### config.mk
export PLATFORM = sky130hd
export DESIGN_NAME = mem_access_flat
export DESIGN_NICKNAME = d
export VERILOG_FILES = /design/src/rtl/rvga_types.sv /design/src/rtl/mem_access_if.sv /design/src/rtl/mem_align.sv /design/src/rtl/mem_access.sv /design/src/flat_wrapper.sv
export SDC_FILE = /design/constraint.sdc
export NUM_CORES = 1
export LEC_CHECK = 0
export CORE_ASPECT_RATIO = 2
export CORE_MARGIN = 1
export CORE_UTILIZATION = 43
export CTS_CLUSTER_SIZE = 8
export DETAILED_ROUTE_END_ITERATION = 10
export PLACE_DENSITY = 0.71
export SYNTH_ARGS = -nofsm -noshare
export SYNTH_HDL_FRONTEND = slang
export SYNTH_HIERARCHICAL = 1
export SYNTH_SLANG_ARGS = --single-unit
### constraint.sdc
create_clock -name clk -period 2.8 [get_ports clk]
set_clock_uncertainty 0.2 [all_clocks]
set_input_delay 0.28 -clock clk [delete_from_list [all_inputs] [get_ports clk]]
set_output_delay 0.28 -clock clk [all_outputs]
set_load 0.03 [all_outputs]
### src/rtl/rvga_types.sv
// Shared types for the RVGA memory stage.
//   rvga_cword  : control word travelling between pipeline stages
//   mem_state_e : memory-access FSM states
//   F3_*        : funct3 encodings for loads and stores
//   byte_en_t   : data-memory byte-enable vector
//   is_misaligned() : alignment check shared by the datapath and control
package rvga_types;

  localparam int RV_XLEN = 32;
  localparam int RV_BE_W = RV_XLEN / 8;

  typedef enum logic [1:0] {
    IDLE = 2'd0,
    REQ  = 2'd1,
    WAIT = 2'd2,
    DONE = 2'd3
  } mem_state_e;

  // Loads
  localparam logic [2:0] F3_LB  = 3'b000;
  localparam logic [2:0] F3_LH  = 3'b001;
  localparam logic [2:0] F3_LW  = 3'b010;
  localparam logic [2:0] F3_LBU = 3'b100;
  localparam logic [2:0] F3_LHU = 3'b101;
  // Stores
  localparam logic [2:0] F3_SB  = 3'b000;
  localparam logic [2:0] F3_SH  = 3'b001;
  localparam logic [2:0] F3_SW  = 3'b010;

  typedef logic [RV_BE_W-1:0] byte_en_t;

  typedef struct packed {
    logic               valid;
    logic               is_load;
    logic               is_store;
    logic [2:0]         funct3;
    logic [RV_XLEN-1:0] alu_result;
    logic [RV_XLEN-1:0] rs2_data;
    logic [4:0]         rd;
    logic [RV_XLEN-1:0] rd_data;
  } rvga_cword;

  // funct3[1:0] encodes the access size for both loads and stores
  // (00 byte, 01 half, 10 word); the unsigned variants only differ in bit 2.
  function automatic logic is_misaligned(input logic [2:0] f3,
                                         input logic [1:0] addr_lo);
    case (f3[1:0])
      2'b01:   return addr_lo[0];
      2'b10:   return addr_lo != 2'b00;
      default: return 1'b0;
    endcase
  endfunction

endpackage

### src/rtl/mem_access_if.sv
// Data-memory bus between the memory stage (master) and the memory (slave).
//   req_valid/req_ready : request handshake
//   we, addr, wdata, be : request fields, addr word-aligned
//   rsp_valid, rdata    : load response, no back-pressure
interface mem_access_if #(
  parameter int XLEN = 32,
  parameter int BE_W = XLEN / 8
);
  logic            req_valid;
  logic            req_ready;
  logic            we;
  logic [XLEN-1:0] addr;
  logic [XLEN-1:0] wdata;
  logic [BE_W-1:0] be;
  logic            rsp_valid;
  logic [XLEN-1:0] rdata;

  modport master (
    output req_valid, we, addr, wdata, be,
    input  req_ready, rsp_valid, rdata
  );

  modport slave (
    input  req_valid, we, addr, wdata, be,
    output req_ready, rsp_valid, rdata
  );
endinterface

### src/rtl/mem_align.sv
// Combinational lane steering for the memory stage.
//   funct3, addr_lo : access size/sign and byte offset within the word
//   store_data      : rs2 value, replicated across lanes into wdata
//   be              : byte enables for stores (all ones for words)
//   load_raw        : word returned by memory
//   load_data       : selected lane, sign- or zero-extended
module mem_align
  import rvga_types::*;
#(
  parameter int XLEN = 32,
  parameter int BE_W = XLEN / 8
) (
  input  logic [2:0]      funct3,
  input  logic [1:0]      addr_lo,
  input  logic [XLEN-1:0] store_data,
  input  logic [XLEN-1:0] load_raw,
  output logic [XLEN-1:0] wdata,
  output logic [BE_W-1:0] be,
  output logic [XLEN-1:0] load_data
);

  function automatic logic [XLEN-1:0] ext_b(input logic signed [7:0] v,
                                            input logic sgn);
    return {{(XLEN-8){sgn & v[7]}}, v};
  endfunction

  function automatic logic [XLEN-1:0] ext_h(input logic signed [15:0] v,
                                            input logic sgn);
    return {{(XLEN-16){sgn & v[15]}}, v};
  endfunction

  logic signed [7:0]  lane_b;
  logic signed [15:0] lane_h;

  always_comb begin
    lane_b    = load_raw[{addr_lo, 3'b000} +: 8];
    lane_h    = addr_lo[1] ? load_raw[31:16] : load_raw[15:0];
    load_data = load_raw;
    case (funct3)
      F3_LB:   load_data = ext_b(lane_b, 1'b1);
      F3_LH:   load_data = ext_h(lane_h, 1'b1);
      F3_LBU:  load_data = ext_b(lane_b, 1'b0);
      F3_LHU:  load_data = ext_h(lane_h, 1'b0);
      default: load_data = load_raw;
    endcase
  end

  always_comb begin
    wdata = store_data;
    be    = '1;
    case (funct3)
      F3_SB: begin
        wdata = {4{store_data[7:0]}};
        be    = 4'b0001 << addr_lo;
      end
      F3_SH: begin
        wdata = {2{store_data[15:0]}};
        be    = 4'b0011 << {addr_lo[1], 1'b0};
      end
      default: begin
        wdata = store_data;
        be    = '1;
      end
    endcase
  end

endmodule

### src/rtl/mem_access.sv
// Memory stage: forwards non-memory control words with one cycle latency and
// runs a single outstanding data-memory access for loads and stores.
//   clk, rst_n     : clock, synchronous active-low reset
//   stall_in       : downstream stall, holds mem_wb_cword
//   ex_mem_cword   : incoming control word from execute
//   mem_wb_cword   : registered control word to writeback
//   stall_out      : upstream stall while an access is in flight
//   dmem           : data-memory bus (master side)
//   misalign       : one-cycle pulse when a misaligned access is dropped
module mem_access
  import rvga_types::*;
#(
  parameter int XLEN = 32,
  parameter int BE_W = XLEN / 8
) (
  input  logic          clk,
  input  logic          rst_n,
  input  logic          stall_in,
  input  rvga_cword     ex_mem_cword,
  output rvga_cword     mem_wb_cword,
  output logic          stall_out,
  mem_access_if.master  dmem,
  output logic          misalign
);

  mem_state_e      state, state_nxt;
  rvga_cword       held_p0;
  logic            ex_is_mem;
  logic            ex_mis;
  logic            accept;
  logic [XLEN-1:0] load_data;
  logic [XLEN-1:0] wdata;
  byte_en_t        be;

  assign ex_is_mem = ex_mem_cword.valid &
                     (ex_mem_cword.is_load | ex_mem_cword.is_store);
  assign ex_mis    = is_misaligned(ex_mem_cword.funct3,
                                   ex_mem_cword.alu_result[1:0]);
  assign accept    = (state == IDLE) & ex_is_mem & ~ex_mis & ~stall_in;

  // Steering always works from the latched word so bus fields stay stable.
  mem_align #(.XLEN(XLEN), .BE_W(BE_W)) u_align (
    .funct3     (held_p0.funct3),
    .addr_lo    (held_p0.alu_result[1:0]),
    .store_data (held_p0.rs2_data),
    .load_raw   (dmem.rdata),
    .wdata      (wdata),
    .be         (be),
    .load_data  (load_data)
  );

  assign dmem.req_valid = (state == REQ);
  assign dmem.we        = held_p0.is_store;
  assign dmem.addr      = {held_p0.alu_result[XLEN-1:2], 2'b00};
  assign dmem.wdata     = wdata;
  assign dmem.be        = be;

  // A misaligned access is dropped in IDLE, so it never stalls upstream.
  assign stall_out = (state != IDLE) | (ex_is_mem & ~ex_mis);

  always_comb begin
    state_nxt = state;
    case (state)
      IDLE: if (accept) state_nxt = REQ;
      REQ:  if (dmem.req_ready) state_nxt = held_p0.is_store ? DONE : WAIT;
      WAIT: if (dmem.rsp_valid) state_nxt = DONE;
      DONE: if (!stall_in) state_nxt = IDLE;
      default: state_nxt = IDLE;
    endcase
  end

  // Stage boundary: execute -> writeback register / access latch
  always_ff @(posedge clk) begin
    if (!rst_n) begin
      state        <= IDLE;
      mem_wb_cword <= '0;
      held_p0      <= '0;
      misalign     <= 1'b0;
    end else begin
      state    <= state_nxt;
      misalign <= (state == IDLE) & ex_is_mem & ex_mis & ~stall_in;
      case (state)
        IDLE: begin
          if (ex_mem_cword.valid && !stall_in) begin
            if (!ex_is_mem)  mem_wb_cword <= ex_mem_cword;
            else if (ex_mis) mem_wb_cword <= '0;
            else             held_p0      <= ex_mem_cword;
          end
        end
        WAIT: if (dmem.rsp_valid) held_p0.rd_data <= load_data;
        DONE: if (!stall_in) mem_wb_cword <= held_p0;
        default: ;
      endcase
    end
  end

endmodule

### src/flat_wrapper.sv
// flat-port wrapper written by rule: the top's interface ports become plain ports
module mem_access_flat import rvga_types::*;
#(
  parameter int XLEN = 32,
  parameter int BE_W = XLEN / 8
)
  (clk, rst_n, stall_in, ex_mem_cword, mem_wb_cword, stall_out, misalign, dmem_req_valid, dmem_we, dmem_addr, dmem_wdata, dmem_be, dmem_req_ready, dmem_rsp_valid, dmem_rdata);
  mem_access_if #(.XLEN(XLEN), .BE_W(BE_W)) dmem_i ();
  input  logic clk;
  input  logic rst_n;
  input  logic stall_in;
  input  rvga_cword ex_mem_cword;
  output rvga_cword mem_wb_cword;
  output logic stall_out;
  output logic misalign;
  output wire logic [$bits(dmem_i.req_valid)-1:0] dmem_req_valid;
  output wire logic [$bits(dmem_i.we)-1:0] dmem_we;
  output wire logic [$bits(dmem_i.addr)-1:0] dmem_addr;
  output wire logic [$bits(dmem_i.wdata)-1:0] dmem_wdata;
  output wire logic [$bits(dmem_i.be)-1:0] dmem_be;
  input wire logic [$bits(dmem_i.req_ready)-1:0] dmem_req_ready;
  input wire logic [$bits(dmem_i.rsp_valid)-1:0] dmem_rsp_valid;
  input wire logic [$bits(dmem_i.rdata)-1:0] dmem_rdata;
  assign dmem_req_valid = dmem_i.req_valid;
  assign dmem_we = dmem_i.we;
  assign dmem_addr = dmem_i.addr;
  assign dmem_wdata = dmem_i.wdata;
  assign dmem_be = dmem_i.be;
  assign dmem_i.req_ready = dmem_req_ready;
  assign dmem_i.rsp_valid = dmem_rsp_valid;
  assign dmem_i.rdata = dmem_rdata;
  mem_access #(.XLEN(XLEN), .BE_W(BE_W)) u_core (.clk(clk), .rst_n(rst_n), .stall_in(stall_in), .ex_mem_cword(ex_mem_cword), .mem_wb_cword(mem_wb_cword), .stall_out(stall_out), .dmem(dmem_i), .misalign(misalign));
endmodule
==> impl_metrics.tcl <==
set metrics [dict create \
    holdWs_ns 0.125 \
    cp.required_ns 2.32 \
    clk_latency_ns 0.54 \
    layout.nets 1627 \
    rsz0062_at_grt "no" \
    worst_pin_slew_ns 0.762 \
    dr.pass1.iters 6 \
    numPortBuffers 320 \
    pre_cts_slack_ns 0.0763 \
    cts_max_level 1 \
    finalSetupViolations 0 \
    antenna_found_initial 2 \
    drtIter0Drc 840 \
    area_growth_pct 38.1 \
    worstPathArrival_ns 2.13 \
    grt_max_degree 84 \
    setup_tns_ns 0 \
    critPathKind "flip-flop to output port" \
    crit_fanout 10 \
    peakVddDrop_uv 630 \
    fin_crit_sh_pct 93.3 \
    cp-start-kind "flip-flop" \
    syn_inst 1246 \
    slew_violations 0 \
    fillCellCount 2135 \
    drv_cap 0 \
    gp_congestion 0.905 \
    hold_path.class "input port to flip-flop" \
    rows 81 \
    drc 0 \
    grtUsageTotal_pct 28.6 \
    synth_edf_count 0 \
    cts_tree "done" \
    min_path_cells 3 \
    multiInputGateArea_mm2 0.00553 \
    worstRegToRegCells 7 \
    cts-root-buf "clkbuf_16" \
    syn_area_mm2 0.0107 \
    synth_cell_types 52 \
    ys_seq_elements 217 \
    viasPerCell 5.85 \
    rrSetupSlack_ns 0.33 \
    power.density_mw_per_mm2 759 \
    syn_area_per_cell_um2 8.58 \
    clock-sinks 217 \
    clock_path_buffers 3 \
    hpwl_um 25300 \
    p_leak_uw 0.00535 \
    fin_crit_ns 2.61 \
    hp-start "ex_mem_cword[36]" \
    dieArea_mm2 0.0255 \
    wl_per_cell_um 20.8 \
    synthArstFlopShare_pct 0 \
    fin_util_pct 60.5 \
    clkTransAtPathRegs_ns 0.05 \
    grt_pass1_wl_um 57000 \
    synth-seq-area-share_pct 40.6 \
    whs_endpoint "u_core/held_p0[36]" \
    layout_setup_ws_ns 0.188 \
    ant_nets 0 \
    coreArea_mm2 0.0244 \
    seq_area_mm2 0.00434 \
    drive_above_1_share_pct 10.2 \
    die_x_um 114 \
    rr_endpoint "u_core/mem_wb_cword[50]" \
    wl_um 37600 \
    hold_viol 0 \
    final_cell_mix "clkdlybuf4s50_1, dfxtp_1, nand2_1" \
    synth_ff_type "dfxtp_1" \
    cts_buffers 31 \
    end_kind "output port" \
    max_freq_mhz 383 \
    ios 323 \
    yosys_warnings 6 \
    max_slew_margin_pct 49.2 \
    fp.dieH_um 225 \
    vias 10600 \
    final_common_cell "clkdlybuf4s50_1" \
    outcome "finished, final reports clean" \
    start_util_pct 43.8 \
    r2r-start "u_core/state[1]" \
    grt-ovfl-total 0 \
    grt_pass1_vias 10300 \
]
[sequential cells by signal, summed over array words and instances (netlist names)]
register             cells
u_core/mem_wb_cword    107
u_core/held_p0          76
u_core/dmem.addr        30
u_core/state             2
u_core/dmem.we           1
u_core/misalign          1
[worst max-delay path: stages, from the launching register on]
cell	delay (ns)
dfxtp_1	0.36
buf_4	0.19
nor2b_1	0.06
buf_4	0.16
o21ai_0	0.14
clkdlybuf4s50_1	0.68
[layer usage]
layer / part of all wire (%) / GRT usage, % / vias up
met3: 7.0 / 5.14 / 120
met5: 0.045 / 0 / -
met2: 52 / 51.8 / 463
met1: 35 / 30.0 / 5040
li1: - / - / 4949
met4: 6.4 / 17.9 / 2
[worst max-delay path by stage]
| stage | slack, ns | endpoint | startpoint |
|---|---|---|---|
| after floorplan | 0.46 | u_core/held_p0[30] | u_core/held_p0[70] |
| after global placement | 0.1 | u_core/held_p0[70] | ex_mem_cword[101] |
| after detailed placement | 0.08 | u_core/held_p0[16] | dmem_rdata[15] |
| after CTS | 0.01 | dmem_wdata[10] | u_core/held_p0[103] |
| after global routing | 0.02 | dmem_be[0] | u_core/held_p0[101] |
| final | 0.19 | dmem_be[0] | u_core/held_p0[101] |
[synthesized netlist by cell type (10+ instances only)]
library cell    n  share of area [%]
dfxtp_1       217                 41
nand2_1       201                7.1
nor2_1        118                4.1
nor3b_1       106                7.4
a221oi_1      104                8.5
o21ai_0        79                3.7
a21boi_0       74                5.2
clkbuf_1       73                2.6
buf_4          46                3.2
buf_2          38                1.8
o221a_2        32                3.4
o221ai_1       32                2.6
mux2_2         17                1.8
a21oi_1        14               0.66
mux2i_1        14                1.3
inv_1          10               0.35
[through the flow]
step                      area (um2)  std cells  power [uW]
after floorplan                10700       1247        6400
after global placement         13900       1774        7970
after detailed placement       13900       1774        8030
after CTS                      14700       1808       11300
after global routing           14800       1809       11700
final                          14800       1809       11200
[cells by family (layout without fill, tap and decap cells)]
group,Yosys count,after routing,share of synthesized area [%]
and+or+nand+nor,444,444,19.8
AOI/OAI and AO/OA,372,372,27.1
DFF,217,217,40.6
buffers and inverters,173,402,8.27
muxes,32,32,3.31
adders and majority gates,7,7,0.819
other,1,3,0.0351
[layout make-up]
class / count / area share, %
Antenna cell: 1 / 0.0169
Timing Repair Buffer: 358 / 24.7
Inverter: 11 / 0.280
Clock buffer: 32 / 5.28
Sequential cell: 217 / 29.4
Tap cell: 332 / 2.81
Multi-Input combinational cell: 857 / 37.4
Clock inverter: 1 / 0.0593
[repair_timing]
action,CTS,global route
hold buffers,1,0
endpoints found under the hold margin,34,0
setup buffers,0,0
gates resized for setup,1,9
endpoints found under the setup margin,2,9
[where the power goes]
part           internal, uW  switching (uW)  total (uW)
Combinational          1650            2400        4050
Sequential             3620             319        3930
Clock                  1920            1300        3230
Total                  7190            4020       11200
Note: power is estimated with default switching activity, not from simulation.
